**src/rtl/robinsun_pkg.sv**
```systemverilog
// rtl/robinsun_pkg.sv - shared types and Gray step tables for the quadrature generator
package robinsun_pkg;

  typedef enum logic [1:0] {QG_IDLE, QG_CONT, QG_BURST} qg_state_t;

  // Phase is packed as {A, B}.
  typedef logic [1:0] quad_phase_t;

  // Next phase indexed by current phase, two bits per entry, entry i at bits [2i+1:2i].
  // Forward (A leads B): 00->10->11->01->00.
  localparam logic [7:0] QUAD_FWD_NEXT = 8'b01_11_00_10;
  // Reverse is the exact inverse of forward: 00->01->11->10->00.
  localparam logic [7:0] QUAD_REV_NEXT = 8'b10_00_11_01;

  function automatic quad_phase_t quad_next(quad_phase_t cur, logic fwd);
    quad_phase_t nxt;
    if (fwd) nxt = QUAD_FWD_NEXT[{cur, 1'b0} +: 2];
    else     nxt = QUAD_REV_NEXT[{cur, 1'b0} +: 2];
    return nxt;
  endfunction

endpackage

```
**src/rtl/quad_edge_timer.sv**
```systemverilog
// rtl/quad_edge_timer.sv - edge interval counter with period/direction latch and terminal strobe
module quad_edge_timer #(
  parameter int PERIOD_W = 16
) (
  input  logic                clk,
  input  logic                reset,
  input  logic                enable,
  input  logic [PERIOD_W-1:0] period,
  input  logic                dir,
  output logic                tick,
  output logic                dir_l
);

  logic [PERIOD_W-1:0] period_l;
  logic [PERIOD_W-1:0] timer;

  // Terminal count of a nonzero latched period; a zero period never strobes.
  assign tick = enable && (period_l != '0) && (timer == period_l - PERIOD_W'(1));

  // While idle, holding a zero period, or at an edge, the timer restarts and the
  // command is re-sampled; otherwise the in-flight interval runs to completion.
  always_ff @(posedge clk) begin
    if (!reset) begin
      timer    <= '0;
      period_l <= '0;
      dir_l    <= 1'b0;
    end else if (!enable || (period_l == '0) || tick) begin
      timer    <= '0;
      period_l <= period;
      dir_l    <= dir;
    end else begin
      timer    <= timer + PERIOD_W'(1);
    end
  end

endmodule

```
**src/rtl/quad_signal_gen.sv**
```systemverilog
// rtl/quad_signal_gen.sv - quadrature A/B generator with continuous run and counted bursts
module quad_signal_gen
  import robinsun_pkg::*;
#(
  parameter int PERIOD_W = 16,
  parameter int BURST_W  = 16,
  parameter int POS_W    = 32
) (
  input  logic                clk,
  input  logic                reset,
  input  logic                run,
  input  logic                dir,
  input  logic [PERIOD_W-1:0] period,
  input  logic                start,
  input  logic [BURST_W-1:0]  burst_len,
  output logic                outA,
  output logic                outB,
  output logic [POS_W-1:0]    position,
  output logic                busy,
  output logic                done
);

  qg_state_t          state, next_state;
  logic               busy_next, done_next;
  logic               busy_q, done_q;
  logic               tick, dir_l;
  logic               last_edge;
  quad_phase_t        ab_q;
  logic [POS_W-1:0]   pos_q;
  logic [BURST_W-1:0] edge_cnt;
  logic [BURST_W-1:0] burst_len_l;

  quad_edge_timer #(
    .PERIOD_W (PERIOD_W)
  ) u_timer (
    .clk    (clk),
    .reset  (reset),
    .enable (state != QG_IDLE),
    .period (period),
    .dir    (dir),
    .tick   (tick),
    .dir_l  (dir_l)
  );

  assign last_edge = (edge_cnt == burst_len_l - BURST_W'(1));

  // Mode selection; start wins over run, a zero-length burst completes without going busy.
  always_comb begin
    next_state = state;
    busy_next  = 1'b0;
    done_next  = 1'b0;
    case (state)
      QG_IDLE: begin
        if (start) begin
          if (burst_len == '0) begin
            done_next = 1'b1;
          end else begin
            next_state = QG_BURST;
            busy_next  = 1'b1;
          end
        end else if (run) begin
          next_state = QG_CONT;
        end
      end
      QG_CONT: begin
        if (!run) next_state = QG_IDLE;
      end
      QG_BURST: begin
        busy_next = 1'b1;
        if (tick && last_edge) begin
          next_state = QG_IDLE;
          busy_next  = 1'b0;
          done_next  = 1'b1;
        end
      end
      default: next_state = QG_IDLE;
    endcase
  end

  // State and handshake flops.
  always_ff @(posedge clk) begin
    if (!reset) begin
      state  <= QG_IDLE;
      busy_q <= 1'b0;
      done_q <= 1'b0;
    end else begin
      state  <= next_state;
      busy_q <= busy_next;
      done_q <= done_next;
    end
  end

  // Phase, position and burst edge counter advance together on each timer strobe.
  always_ff @(posedge clk) begin
    if (!reset) begin
      ab_q        <= 2'b00;
      pos_q       <= '0;
      edge_cnt    <= '0;
      burst_len_l <= '0;
    end else begin
      if (tick) begin
        ab_q  <= quad_next(ab_q, dir_l);
        pos_q <= dir_l ? pos_q + POS_W'(1) : pos_q - POS_W'(1);
      end
      if ((state == QG_IDLE) && start) begin
        edge_cnt    <= '0;
        burst_len_l <= burst_len;
      end else if ((state == QG_BURST) && tick) begin
        edge_cnt    <= edge_cnt + BURST_W'(1);
      end
    end
  end

  assign outA     = ab_q[1];
  assign outB     = ab_q[0];
  assign position = pos_q;
  assign busy     = busy_q;
  assign done     = done_q;

endmodule

```
**config.mk**
```make
export PLATFORM = sky130hd
export DESIGN_NAME = quad_signal_gen
export DESIGN_NICKNAME = d
export VERILOG_FILES = /design/src/rtl/robinsun_pkg.sv /design/src/rtl/quad_edge_timer.sv /design/src/rtl/quad_signal_gen.sv
export SDC_FILE = /design/constraint.sdc
export NUM_CORES = 1
export LEC_CHECK = 0
export BUFFER_PORTS_ARGS = -buffer_cell sky130_fd_sc_hd__buf_2
export CORE_MARGIN = 5
export CORE_UTILIZATION = 45
export CTS_CLUSTER_SIZE = 20
export DETAILED_ROUTE_END_ITERATION = 16
export GPL_ROUTABILITY_DRIVEN = 0
export HOLD_SLACK_MARGIN = 0.06
export PLACE_DENSITY = 0.74
export SLEW_MARGIN = 0
export SYNTH_ARGS = -nofsm -noshare
export SYNTH_HDL_FRONTEND = slang
export SYNTH_SLANG_ARGS = --single-unit
```
**constraint.sdc**
```tcl
create_clock -name clk -period 5.1 [get_ports clk]
set_input_delay 1.02 -clock clk [delete_from_list [all_inputs] [get_ports clk]]
set_output_delay 1.02 -clock clk [all_outputs]
set_load 0.05 [all_outputs]
```
==> results.json <==
{
  "insertion_delay_ns": 0.36,
  "drt-initial-drc-count": 342,
  "dr.pass1.iters": 5,
  "vias": 6107,
  "relSlewSlack": 0.3302,
  "dp_hpwl_um": 11990,
  "cts_setup_buffers": 0,
  "drt-wirelength-per-cell_um": 14.57,
  "finalSetupViolCount": 0,
  "pwr-share-clk": 0.357,
  "cp_max_fo": 24,
  "synth_cells": 851,
  "grt-busiest-layer": "met2",
  "clockBufferDepth": 2,
  "skew_ns": 0.005782,
  "cp.required_ns": 5.38,
  "maxCapViolations": 0,
  "die_h_um": 132.3,
  "hold_violations": 0,
  "power_density_nw_per_um2": 249.9,
  "synthAdderAreaFrac": 0.06622,
  "arrival_ns": 4.05,
  "synth_top_cell_by_area": "dfxtp_1",
  "ff_latch_area_um2": 2062,
  "synth_top_family_by_area": "simple AND/OR/NAND/NOR gates",
  "grt_pass1_wl_um": 26810,
  "p_switching_w": 0.0005514,
  "syn-num-nets": 923,
  "drv_slew": 0,
  "final_cell_count_no_fill": 1088,
  "place_area_um2": 7197,
  "synth_seq_cells": 103,
  "synthArstFlopShare": 0,
  "swShare": 0.2950,
  "vdd_drop_max_mv": 0.1889,
  "fillers": 1425,
  "flow.area_growth_from_synthesis_pct": 11.20,
  "synth_simple_gate_area_frac": 0.2764,
  "ant_nets": 0,
  "dieWidth_um": 132.3,
  "cts_max_level": 3,
  "finalInstanceArea_um2": 7480,
  "antenna_found_initial": 1,
  "grt_overflow": 0,
  "ioPinCount": 73,
  "final_core_util": 0.5127,
  "wirelength_um": 15860,
  "cts_tree": "done",
  "yosysMostFrequentCell": "nand2_1",
  "dieArea_um2": 17490,
  "initial_core_util": 0.4611,
  "synth_mux_area_frac": 0.03869,
  "drive_gt1_frac": 0.1250,
  "hp-class": "flop to flop",
  "use_met1": 0.2455,
  "synth_area_um2": 6726,
  "rsz0062_at_grt": "no",
  "dp_cells": 1072,
  "end_kind": "flop",
  "multi_input_area_um2": 4424,
  "avgSynthCellArea_um2": 7.904,
  "viasPerCell": 5.613,
  "fp.coreArea_um2": 14590,
  "combPwrFrac": 0.182,
  "crit_type": "flop to flop",
  "min_period_ns": 3.768,
  "placement.io_buffers": 72,
  "grt_max_degree": 39,
  "synth_edf_count": 0,
  "ctsHoldBuffers": 0,
  "cp-start-kind": "flop",
  "synth_compound_area_frac": 0.1642,
  "tightest_slew_ns": 1.002,
  "yosys-top-cells-area": "dfxtp_1, nand2_1, xnor2_1, ha_1, nor2_1",
  "drc": 0,
  "synth-xor-area-share": 0.1122,
  "cts-resized-gates": 0,
  "synth_ff_type": "dfxtp_1",
  "synth_top_cell_area_share": 0.3065,
  "grt_usage": 0.1797,
  "yosys_warnings": 0,
  "final_nets": 971,
  "yosysUniqueCellTypes": 72,
  "grt_pass1_vias": 5664,
  "seqPwrFrac": 0.461,
  "row_count": 44,
  "finalCritPeriodShare": 0.7388,
  "met3_usage": 0.05115,
  "synthTopCellsByCount": "nand2_1, dfxtp_1, nor2_1",
  "clock-sinks": 103,
  "yosysSeqAreaShare": 0.3065,
  "cts_root_buf": "clkbuf_16",
  "final.setup.tns_ns": 0,
  "cts_buffers": 9,
  "timing.fmax_mhz": 265.4,
  "status": "complete, no violations",
  "power.leakage_nw": 3.139,
  "grt_util_met2": 0.2821,
  "path_clk_slew_ns": 0.07,
  "diodes": 0,
  "internal_power_w": 0.001318
}
## cells in the final DEF (no fill, tap or decap), types with 9 or more instances in the layout
cell type	instances
or3_1	16
xnor2_1	51
nand4_1	16
mux2i_1	26
buf_2	72
dfxtp_1	103
a21o_1	16
ha_1	34
nand2_1	121
inv_1	17
nand2b_1	12
nor2_1	85
clkbuf_16	9
nand3_1	33
xor2_1	30
and3_1	11
o21ai_0	25
a21oi_1	62
nor4_1	18
nor3_1	21
a211oi_1	12
## sequential cells by signal, indices dropped and copies added, names as in the netlist
name              count
u_timer.timer        16
state                 2
u_timer.period_l     16
u_timer.dir_l         1
burst_len_l          16
done                  1
position             32
busy                  1
ab_q                  2
edge_cnt             16
## critical path: stages (launching register included)
cell and delay (ns):
dfxtp_1 0.44, inv_1 0.11, ha_1 0.33, nor3b_1 0.44, nand3_1 0.20, o41ai_2 0.29, o21ai_0 0.16, a21oi_1 0.24
nand4_2 0.12, buf_4 0.24, or4_1 0.65, or3_1 0.34, a21oi_1 0.14
## cell families (layout without fill, tap and decap cells)
| group | count (synthesis) | count (layout) |
|---|---|---|
| XOR/XNOR | 83 | 83 |
| multiplexers | 26 | 26 |
| AO/OA/AOI/OAI | 170 | 170 |
| AND/OR/NAND/NOR | 374 | 374 |
| flip-flops | 103 | 103 |
| buffers and inverters | 60 | 113 |
| adder cells (fa/ha/maj) | 35 | 35 |
## through the flow
stage,total power (W),hold WS [ns],worst slack [ns]
2_1_floorplan,0.001141,0.4470,1.741
3_3_place_gp,0.001209,0.4607,1.425
3_5_place_dp,0.001215,0.4629,1.335
4_1_cts,0.001882,0.4727,1.297
5_1_grt,0.001961,0.4957,0.9315
6_report,0.001869,0.4674,1.332
## path summary, 6_finish.rpt
path | from | to | slack [ns] | cells past startpoint
setup / recovery | u_timer.period_l[0] | edge_cnt[13] | 1.33 | 12
hold / removal | position[8] | position[8] | 0.47 | 2
setup reg to reg | u_timer.period_l[0] | edge_cnt[13] | 1.33 | 12
hold reg to reg | position[8] | position[8] | 0.47 | 2
## routing by layer
layer,vias to the layer above,part of all wire
met1,2828,0.49
met2,129,0.44
met3,11,0.059
met4,2,0.012
li1,3137,-
met5,-,0.00095
## power groups by stage
stage | clock (W) | combinational, W | sequential, W
after global placement | 0 | 0.000332 | 0.000878
final | 0.000667 | 0.000341 | 0.000861
after floorplan | 0 | 0.000275 | 0.000865
after CTS | 0.000682 | 0.000339 | 0.000860
after global routing | 0.000718 | 0.000377 | 0.000866
after detailed placement | 0 | 0.000336 | 0.000879
## final cells by class
cell class | instances | share of cell area
Multi-Input combinational cell | 688 | 0.5915
Inverter | 18 | 0.009033
Clock inverter | 6 | 0.005855
Clock buffer | 10 | 0.03195
Tap cell | 184 | 0.03078
Sequential cell | 103 | 0.2757
Timing Repair Buffer | 79 | 0.05520
Note: power is estimated with default switching activity, not from simulation.
